<file path="src/rtl/pipe_reg_chain.sv">
// Parametrised pipeline register chain with global stall, per-stage hold with
// downstream bubble insertion, per-stage flush to NOP and a saturating bubble counter.
module pipe_reg_chain #(
    parameter int          WIDTH = 32,
    parameter int          DEPTH = 3,
    parameter logic [31:0] NOP   = 32'h00000013,
    parameter int          CNT_W = 16
) (
    input  logic                   clk,
    input  logic                   reset,
    input  logic                   stall,
    input  logic [DEPTH-1:0]       hold,
    input  logic [DEPTH-1:0]       flush,
    input  logic [WIDTH-1:0]       in_data,
    input  logic                   in_valid,
    output logic                   in_ready,
    output logic [DEPTH*WIDTH-1:0] stage_data,
    output logic [DEPTH-1:0]       stage_valid,
    output logic [WIDTH-1:0]       out_data,
    output logic                   out_valid,
    output logic [CNT_W-1:0]       bubble_count
);

    localparam logic [WIDTH-1:0] NOP_W = WIDTH'(NOP);

    logic [WIDTH-1:0] data_r   [DEPTH];
    logic [DEPTH-1:0] valid_r;
    logic [WIDTH-1:0] data_nx  [DEPTH];
    logic [DEPTH-1:0] valid_nx;
    logic [WIDTH-1:0] up_data  [DEPTH];
    logic [DEPTH-1:0] up_valid;
    logic [DEPTH-1:0] up_frz;
    logic [DEPTH-1:0] frz;
    logic             bubble;
    logic [CNT_W-1:0] cnt_r;

    // A hold anywhere downstream freezes this stage too.
    always_comb begin
        frz = '0;
        for (int i = 0; i < DEPTH; i++) begin
            frz[i] = |(hold >> i);
        end
    end

    assign in_ready = !reset && !stall && !frz[0];

    always_comb begin
        up_data[0]  = in_data;
        up_valid    = '0;
        up_frz      = '0;
        up_valid[0] = in_valid;
        for (int i = 1; i < DEPTH; i++) begin
            up_data[i]  = data_r[i-1];
            up_valid[i] = valid_r[i-1];
            up_frz[i]   = frz[i-1];
        end
    end

    always_comb begin
        bubble   = 1'b0;
        valid_nx = valid_r;
        for (int i = 0; i < DEPTH; i++) begin
            data_nx[i] = data_r[i];
            if (flush[i]) begin
                data_nx[i]  = NOP_W;
                valid_nx[i] = 1'b0;
            end else if (frz[i]) begin
                data_nx[i]  = data_r[i];
            end else if (up_frz[i]) begin
                // Boundary stage directly below the highest held stage.
                data_nx[i]  = NOP_W;
                valid_nx[i] = 1'b0;
                bubble      = 1'b1;
            end else begin
                data_nx[i]  = up_valid[i] ? up_data[i] : NOP_W;
                valid_nx[i] = up_valid[i];
            end
        end
    end

    always_ff @(posedge clk) begin
        if (reset) begin
            for (int i = 0; i < DEPTH; i++) begin
                data_r[i] <= NOP_W;
            end
            valid_r <= '0;
            cnt_r   <= '0;
        end else if (!stall) begin
            for (int i = 0; i < DEPTH; i++) begin
                data_r[i] <= data_nx[i];
            end
            valid_r <= valid_nx;
            if (bubble && (cnt_r != {CNT_W{1'b1}})) begin
                cnt_r <= cnt_r + CNT_W'(1);
            end
        end
    end

    always_comb begin
        stage_data = '0;
        for (int i = 0; i < DEPTH; i++) begin
            stage_data[i*WIDTH +: WIDTH] = data_r[i];
        end
    end

    assign stage_valid  = valid_r;
    assign out_data     = data_r[DEPTH-1];
    assign out_valid    = valid_r[DEPTH-1];
    assign bubble_count = cnt_r;

endmodule

</file>
<file path="config.mk">
export PLATFORM = sky130hd
export DESIGN_NAME = pipe_reg_chain
export DESIGN_NICKNAME = d
export VERILOG_FILES = /design/src/rtl/pipe_reg_chain.sv
export SDC_FILE = /design/constraint.sdc
export NUM_CORES = 1
export LEC_CHECK = 0
export ABC_AREA = 0
export BUFFER_PORTS_ARGS = -buffer_cell sky130_fd_sc_hd__buf_4
export CAP_MARGIN = 10
export CORE_MARGIN = 2
export CORE_UTILIZATION = 52
export CTS_BUF_LIST = sky130_fd_sc_hd__clkbuf_16
export DETAILED_ROUTE_END_ITERATION = 7
export HOLD_SLACK_MARGIN = 0.06
export PLACE_DENSITY = 0.95
export RECOVER_POWER = 50
export SLEW_MARGIN = 25
export SYNTH_ARGS = -nofsm -noshare
export SYNTH_HDL_FRONTEND = slang
export SYNTH_SLANG_ARGS = --single-unit
export TNS_END_PERCENT = 1
</file>
<file path="constraint.sdc">
create_clock -name clk -period 3.7 [get_ports clk]
set_clock_uncertainty 0.15 [all_clocks]
set_input_delay 0.185 -clock clk [delete_from_list [all_inputs] [get_ports clk]]
set_output_delay 0.185 -clock clk [all_outputs]
set_load 0.01 [all_outputs]
</file>
==> flow_metrics.tcl, run 1 <==
set metrics [dict create \
    crit_type "input pin to flop" \
    row_count 34 \
    powerDensity_nw_per_um2 531 \
    worstPathMaxFanout 32 \
    run_status "finished clean" \
    antenna_found_initial 0 \
    fp.dieW_um 99.7 \
    crit_required_ns 3.80 \
    vias_per_cell 5.06 \
    cts_made_buffers 17 \
    vias 3421 \
    antenna_cells 0 \
    leakagePower_nw 2.41 \
    insertion_delay_ns 0.40 \
    cts_tree "built" \
    wl_um 12000 \
    drt-initial-drc-count 162 \
    hold_class "input pin to flop" \
    cts_setup_buffers 0 \
    htreeDepth 4 \
    hold_violations 0 \
    synthSimpleGateAreaFrac_pct 20.1 \
    grt_overflow 0 \
    min_from "flush[2]" \
    port_buffers 190 \
    ir_drop_uv 375 \
    cp-end-kind "flop" \
    nets 598 \
    rsz0062_at_grt "no" \
    gp_routability_congestion 0.872 \
    slew_headroom_pct 28.0 \
    cts.sinks 115 \
    drc_errors 0 \
    synth_compound_area_share_pct 2.36 \
    cp_common_cell "clkbuf_1" \
    worstSetupStartpointType "input pin" \
    finalPower_mw 3.44 \
    die_area_um2 9950 \
    critPathLaunch "stall" \
    fin_crit_ns 2.22 \
    ys.flop_type "edfxtp_1" \
    area_growth_syn_to_layout_pct 35.9 \
    synth_edf_count 96 \
    first_pass_iters 4 \
    synthesis.area_um2 4770 \
    wl_per_cell_um 17.7 \
    seq_area_frac_synth_pct 68.5 \
    synth_xor_xnor_area_share_pct 2.20 \
    hpwl_um 7840 \
    tightest_slew_ns 1.08 \
    design.core.area_um2 8810 \
    clock.fmax_mhz 449 \
    drv_cap 0 \
    final.setup.tns_ns 0 \
    cp_slowest_stage_delay_ns 0.82 \
    syn-num-nets 397 \
    drive_gt1_share_pct 15.0 \
    first_global_vias 3449 \
    ys_warn_count 0 \
    grt_max_degree 34 \
    clock-root-buffer "clkbuf_16" \
    worstPathArrival_ns 2.33 \
    io_pins 191 \
    slew_violations 0 \
    setup_violations 0 \
    synthAdderAreaFrac_pct 0.262 \
    async_flop_share_pct 0 \
    antenna_left 0 \
    cts_buffer_depth 2 \
    start_util_pct 54.1 \
    syn_area_per_cell_um2 13.5 \
    cp_slowest_cell "clkbuf_1" \
    crit_chain "dlygate4sd3_1, clkbuf_1, nor3_2, clkbuf_1, and2_1" \
    fin_crit_sh_pct 60.1 \
    synth_top_family_by_area "simple AND/OR/NAND/NOR gates" \
    synth.area.mux_share_pct 0 \
    postSynthCellCount 354 \
    dieHeight_um 99.7 \
    ys_types 37 \
    grtUsageTotal_pct 24.3 \
    worstReg2RegStart "bubble_count[0]" \
    ys_ff_latch 115 \
    grt_pass1_wl_um 18100 \
    cts.clk_slew.worst_paths_ns 0.06 \
]
## report_power, final
part | internal [mW] | switching, mW
logic | 0.0924 | 0.131
clock network | 1.13 | 0.581
registers | 1.47 | 0.0360
total | 2.69 | 0.749
## timing repair
action                    CTS  global route
hold endpoints to repair   50             0
hold buffers               34             0
gates resized for setup     0             0
## cells by family (layout without fill, tap and decap cells)
| kind of cell | count (synthesis) | after routing |
|---|---|---|
| fa+ha+maj | 1 | 1 |
| buf+inv | 49 | 263 |
| xor+xnor | 12 | 12 |
| compound gates | 18 | 18 |
| flops | 115 | 115 |
| simple gates | 159 | 159 |
## state kept, by name, indices dropped and copies added (netlist names)
name / count
bubble_count: 16
data_r: 96
stage_valid: 3
## area by class of cell
class | count | area (um^2)
clock buffers | 17 | 425
clock inverters | 15 | 204
fillers | 678 | 2330
inverters | 2 | 7.51
multi-input cells | 190 | 1210
flip-flops and latches | 115 | 3260
well taps | 108 | 135
repair buffers | 229 | 1240
## synthesized netlist by cell type (2+ instances only)
master	count	share of area, %
a21oi_1	5	0.52
and2_1	87	11
and3_1	4	0.52
buf_2	5	0.52
buf_4	33	5.2
clkbuf_1	9	0.71
dfxtp_1	19	8.0
edfxtp_1	96	60
inv_1	2	0.16
nand2_1	5	0.39
nand2b_1	10	1.3
nand3_1	5	0.52
nand4_1	4	0.52
nor2_1	17	1.3
nor3_1	12	1.3
o21ai_0	5	0.52
o21bai_1	3	0.47
or3_1	4	0.52
xnor2_1	11	2.0
## worst paths after layout
| path | cells past startpoint | to | slack, ns |
|---|---|---|---|
| worst min-delay path | 4 | stage_valid[2] | 0.12 |
| worst max register to register | 6 | bubble_count[7] | 1.61 |
| worst max-delay path | 5 | data_r[0][5] | 1.48 |
| worst min register to register | 2 | stage_valid[1] | 0.37 |
## placed cells by master (no fill, tap or decap), types with 4 or more instances in the layout
master,instances
a21oi_1,5
and2_0,19
and2_1,68
and3_1,4
buf_4,44
bufinv_16,4
clkbuf_1,151
clkbuf_16,17
dfxtp_1,19
dlygate4sd3_1,34
edfxtp_1,96
inv_6,4
nand2_1,5
nand2b_1,10
nand3_1,5
nand4_1,4
nor2_1,17
nor3_1,10
o21ai_0,5
or3_1,4
xnor2_1,11
## per-stage QoR
step	utilization, %	hold slack [ns]	cell area [um^2]	instances	worst slack [ns]
detailed placement	69.0	0.298	6080	610	1.49
floorplan	-	0.213	4770	354	1.19
CTS	80.0	0.0639	7050	676	1.63
finish	73.6	0.123	6480	676	1.48
global placement	69.0	0.299	6080	610	1.62
global route	73.6	0.122	6480	676	1.29
## metal layers
| metal | up-vias | routed length (um) | share of wire, % | global-route usage (%) |
|---|---|---|---|---|
| li1 | 1596 | - | - | - |
| met1 | 1649 | 4370 | 36 | 27.5 |
| met2 | 149 | 6530 | 55 | 42.6 |
| met3 | 27 | 752 | 6.3 | 6.04 |
| met4 | 0 | 325 | 2.7 | 12.4 |
| met5 | - | 0 | 0 | 0 |
## worst max-delay path: cells and delay by family
kind | cells | cell delay [ns]
simple gates | 2 | 0.51
buf+inv | 3 | 1.63
(Power assumes the default switching activity.)
==> run 2, diff against run 1 <==
- ABC_AREA: 0 -> 1
- CORE_UTILIZATION: 52 -> 49
- PLACE_DENSITY: 0.95 -> 0.91
- clock period: 3.7 -> 2.3 ns (I/O delays scaled with it)
==> flow_metrics.tcl, run 2 <==
set metrics [dict create \
    r2r_setup_slack_ns 0.18 \
    slew_violations 0 \
    clock-root-buffer "clkbuf_16" \
    design.core.area_um2 10200 \
    slew_headroom_pct 37.9 \
    ir_drop_uv 544 \
    clock.fmax_mhz 452 \
    r2r_cells 8 \
    yosysTopAreaCellShare_pct 56.7 \
    worstPathMaxFanout 3 \
    antenna_found_initial 0 \
    crit_required_ns 2.42 \
    power.internal_mw 4.31 \
    finalPower_mw 5.51 \
    p_comb_share_pct 7.9 \
    syn_area_per_cell_um2 9.85 \
    critPathLaunch "stall" \
    antenna_left 0 \
    row_count 37 \
    grt_max_degree 34 \
    leakagePower_nw 2.81 \
    layout_common_cells "clkbuf_1 (148), nor2_1 (111), inv_1 (108)" \
    nets 766 \
    start_util_pct 49.9 \
    die_area_um2 11200 \
    largest_register_ffs 96 \
    cts_made_buffers 17 \
    ys_top_cells_by_area "edfxtp_1 (57%), nor2_1 (8.2%), inv_1 (7.8%)" \
    wl_um 13200 \
    htreeDepth 4 \
    p_clk_share_pct 47.9 \
    ys_ff_latch 115 \
    run_status "finished clean" \
    gp_routability_congestion 0.874 \
    antenna_cells 0 \
    first_global_vias 4052 \
    cts.clk_slew.worst_paths_ns 0.05 \
    crit_type "input pin to flop" \
    min_path_cells 3 \
    cts_buffer_depth 2 \
    ys_warn_count 0 \
    synthesis.area_um2 5080 \
    cts_tree "built" \
    worstSetupStartpointType "input pin" \
    async_flop_share_pct 0 \
    cts_setup_buffers 0 \
    fin_crit_sh_pct 96.2 \
    dieHeight_um 106 \
    synth_edf_count 96 \
    crit_end "stage_valid[0]" \
    vias_per_cell 4.71 \
    hpwl_um 8810 \
    place_area_um2 6420 \
    first_pass_iters 5 \
    fin_crit_ns 2.21 \
    grtUsageTotal_pct 23.6 \
    area_growth_syn_to_layout_pct 34.7 \
    port_buffers 190 \
    cp-end-kind "flop" \
    hold_violations 0 \
    seq_area_frac_synth_pct 64.2 \
    ys.flop_type "edfxtp_1" \
    multi_input_area_um2 1100 \
    fill_cells 861 \
    grt_overflow 0 \
    grt_pass1_wl_um 20200 \
    yosysTopAreaCell "edfxtp_1" \
    fp.dieW_um 106 \
    ys_types 28 \
    p_sw_mw 1.19 \
    worstPathArrival_ns 2.33 \
    synthTopCellsByCount "nor2_1 (111), inv_1 (105), edfxtp_1 (96)" \
    seqPwrFrac_pct 44.2 \
    insertion_delay_ns 0.39 \
    regArea_um2 3260 \
    setup_violations 0 \
    final.setup.tns_ns 0 \
    powerDensity_nw_per_um2 804 \
    worstReg2RegStart "bubble_count[0]" \
    postSynthCellCount 516 \
    io_pins 191 \
    rsz0062_at_grt "no" \
    fin_area_um2 6850 \
    r2r_end "bubble_count[12]" \
    yosysMostFrequentCell "nor2_1" \
    vias 4105 \
    cts.sinks 115 \
    drt-initial-drc-count 261 \
    min_from "flush[1]" \
    top_register "data_r" \
    hold_class "input pin to flop" \
    tightest_slew_ns 0.930 \
    final_common_cell "clkbuf_1" \
    wl_per_cell_um 15.1 \
    swShare_pct 21.7 \
    drv_cap 0 \
    syn-num-nets 559 \
    drc_errors 0 \
    drive_gt1_share_pct 12.0 \
]
run 2: cell types whose count changed after synthesis, sizes merged, moves of 5 or more:
cell    before  now
inv          2  108
nor2        18  116
and2        87    0
nand2        5   74
a21oi        5   18
nor3        13    2
nand2b      10    0
or2          0    9
xnor2       11    4
or3          5    0
run 2: cell families (layout without fill, tap and decap cells):
family          Yosys count  in the layout  synth area share [%]
fa+ha+maj                 1              1                 0.246
simple gates            212            212                  17.3
compound gates           27             27                  3.03
flops                   115            115                  64.2
buf+inv                 154            374                  14.1
xor+xnor                  7              7                  1.21
run 2: cell type report:
class                   instances  area share, %
repair buffers                234           19.1
flip-flops and latches        115           47.7
clock inverters                15           2.48
well taps                     136           2.48
inverters                     108           5.92
clock buffers                  17           6.21
multi-input cells             247           16.1
run 2: per-layer routing:
layer  track usage (%)  up-vias  wire (um)
met5                 0        -          0
met4              12.8        0        546
met3              5.01       47        769
met2              41.2      205       6800
met1              27.2     1882       5060
li1                  -     1971          -
run 2: power groups by stage:
stage	clock [mW]	sequential, mW	combinational (mW)
floorplan	0	2.51	0.160
global placement	0	2.47	0.459
detailed placement	0	2.48	0.469
CTS	2.66	2.44	0.525
global route	2.75	2.44	0.468
finish	2.64	2.44	0.434
run 2: through the flow:
stage	util (%)	hold WS (ns)	worst slack, ns	std cells
after floorplan	-	0.130	0.520	516
after global placement	63.0	0.234	0.439	801
after detailed placement	63.0	0.236	0.304	801
after CTS	72.7	0.160	0.239	872
after global routing	67.2	0.214	0.0384	872
final	67.2	0.180	0.0881	872
run 2: timing repair:
action,CTS,global route
hold endpoints to repair,49,0
gates resized for setup,0,0
hold buffers,39,0
run 2: worst min path at each step:
stage | endpoint | slack, ns
2_1_floorplan | stage_valid[2] | 0.13
3_3_place_gp | data_r[0][0] | 0.23
6_report | stage_valid[1] | 0.18
4_1_cts | stage_valid[1] | 0.16
3_5_place_dp | data_r[0][0] | 0.24
5_1_grt | stage_valid[1] | 0.21
run 2: worst max-delay path, stage by stage:
cell and delay (ns):
dlygate4sd3_1 0.56, buf_4 0.15, inv_1 0.08, nand2_1 0.09, a21oi_1 0.13, dlygate4sd3_1 0.58, nor3_1 0.05, dlygate4sd3_1 0.57
==> run 3, diff against run 2 <==
- CORE_ASPECT_RATIO: default -> 0.5
==> flow_metrics.tcl, run 3 (synthesis results as in run 2) <==
set metrics [dict create \
    rsz0062_at_grt "yes" \
    worstSetupStartpointType "input pin" \
    grt_pass1_wl_um 24800 \
    crit_required_ns 2.31 \
    worstPathArrival_ns 2.30 \
    fin_cells 882 \
    tightest_slew_ns 0.513 \
    worstReg2RegStart "bubble_count[0]" \
    dp.cells 807 \
    power.internal_mw 4.22 \
    seqPwrFrac_pct 43.9 \
    grt_max_degree 34 \
    port_buffers 190 \
    nets 772 \
    area_growth_syn_to_layout_pct 46.1 \
    insertion_delay_ns 0.41 \
    fp.dieW_um 148 \
    swShare_pct 24.2 \
    cts_setup_buffers 0 \
    vias_per_cell 5.11 \
    p_comb_share_pct 10.0 \
    cp-end-kind "flop" \
    fin_ws_ns 0.00936 \
    design.core.area_um2 10100 \
    p_sw_mw 1.35 \
    clock.fmax_mhz 437 \
    p_clk_share_pct 46.1 \
    wl_um 16000 \
    hold_ws_ns 0.140 \
    worstPathMaxFanout 17 \
    fin_crit_sh_pct 99.6 \
    layout_common_cells "buf_4 (196), nor2_1 (109), inv_1 (106)" \
    antenna_left 0 \
    io_pins 191 \
    largest_register_ffs 96 \
    row_count 26 \
    hpwl_um 9340 \
    drc_errors 0 \
    dieHeight_um 76.0 \
    htreeDepth 4 \
    first_pass_iters 6 \
    fin_area_um2 7430 \
    gp_routability_congestion 0.857 \
    first_global_vias 4527 \
    cts.clk_slew.worst_paths_ns 0.06 \
    grt_overflow 0 \
    cp_slowest_stage_delay_ns 0.58 \
    finalPower_mw 5.57 \
    cp_slowest_cell "dlygate4sd3_1" \
    critPathLaunch "hold[1]" \
    wl_per_cell_um 18.1 \
    fill_cells 617 \
    min_from "hold[2]" \
    cts_buffer_depth 2 \
    crit_chain "dlygate4sd3_1, buf_4, inv_1, nand2_1, dlygate4sd3_1, nor3_1, inv_1, nor2_2, inv_4, or2_2" \
    hold_violations 0 \
    start_util_pct 50.1 \
    slew_violations 0 \
    cts_tree "built" \
    vias 4508 \
    drv_cap 0 \
    fin_crit_ns 2.29 \
    clock-root-buffer "clkbuf_16" \
    dp_worst_setup_slack_ns 0.329 \
    crit_type "input pin to flop" \
    place_area_um2 6430 \
    run_status "finished clean" \
    antenna_found_initial 0 \
    ir_drop_uv 541 \
    cts.sinks 115 \
    die_area_um2 11300 \
    cts_made_buffers 17 \
    setup_violations 0 \
    hold_class "input pin to flop" \
    leakagePower_nw 3.39 \
    grtUsageTotal_pct 29.1 \
    drt-initial-drc-count 506 \
    slew_headroom_pct 65.8 \
    top_register "data_r" \
    drive_gt1_share_pct 33.0 \
    powerDensity_nw_per_um2 749 \
    antenna_cells 0 \
    final_common_cell "buf_4" \
]
run 3: per-layer routing:
layer | wire length, um | GRT usage (%) | vias up
met5 | 0 | 0 | -
met4 | 1010 | 16.5 | 0
met3 | 1250 | 8.98 | 100
met2 | 7860 | 47.9 | 313
met1 | 5880 | 34.1 | 2112
li1 | - | - | 1983
run 3: layout make-up:
type                    count  area (um^2)  area share, %
clock buffers              17          425           5.73
clock inverters            15          143           1.92
well taps                 140          175           2.36
repair buffers            240         1910           25.6
flip-flops and latches    115         3260           43.9
multi-input cells         247         1110           14.9
inverters                 108          408           5.49
run 3: through the flow:
| stage | utilization, % | TNS [ns] |
|---|---|---|
| after floorplan | - | 0 |
| after global placement | 63.3 | 0 |
| after detailed placement | 63.3 | 0 |
| after CTS | 73.2 | 0 |
| after global routing | 73.2 | -0.0827 |
| final | 73.2 | 0 |
run 3: repair_timing:
item	in CTS	in global routing
hold buffers	43	0
setup endpoints to repair	0	19
endpoints found under the hold margin	50	0
resized for setup	0	3
run 3: power groups by stage:
stage                     Clock [mW]  Sequential, mW  Combinational, mW
final                           2.57            2.44              0.558
after global routing            2.66            2.45              0.585
after CTS                       2.55            2.44              0.544
after detailed placement           0            2.47              0.476
after global placement             0            2.47              0.457
after floorplan                    0            2.51              0.160
run 3: final timing paths:
| path | end | slack [ns] | cells after the start |
|---|---|---|---|
| worst max-delay path | data_r[0][64] | 0.009 | 10 |
| worst min-delay path | stage_valid[0] | 0.14 | 6 |
| worst min register to register | bubble_count[15] | 0.36 | 2 |
| worst max register to register | bubble_count[1] | 0.30 | 9 |
run 3: worst max-delay path: cells and delay by family:
family                 cells  cell delay [ns]
AND/OR/NAND/NOR            4             0.65
buffers and inverters      6             1.54
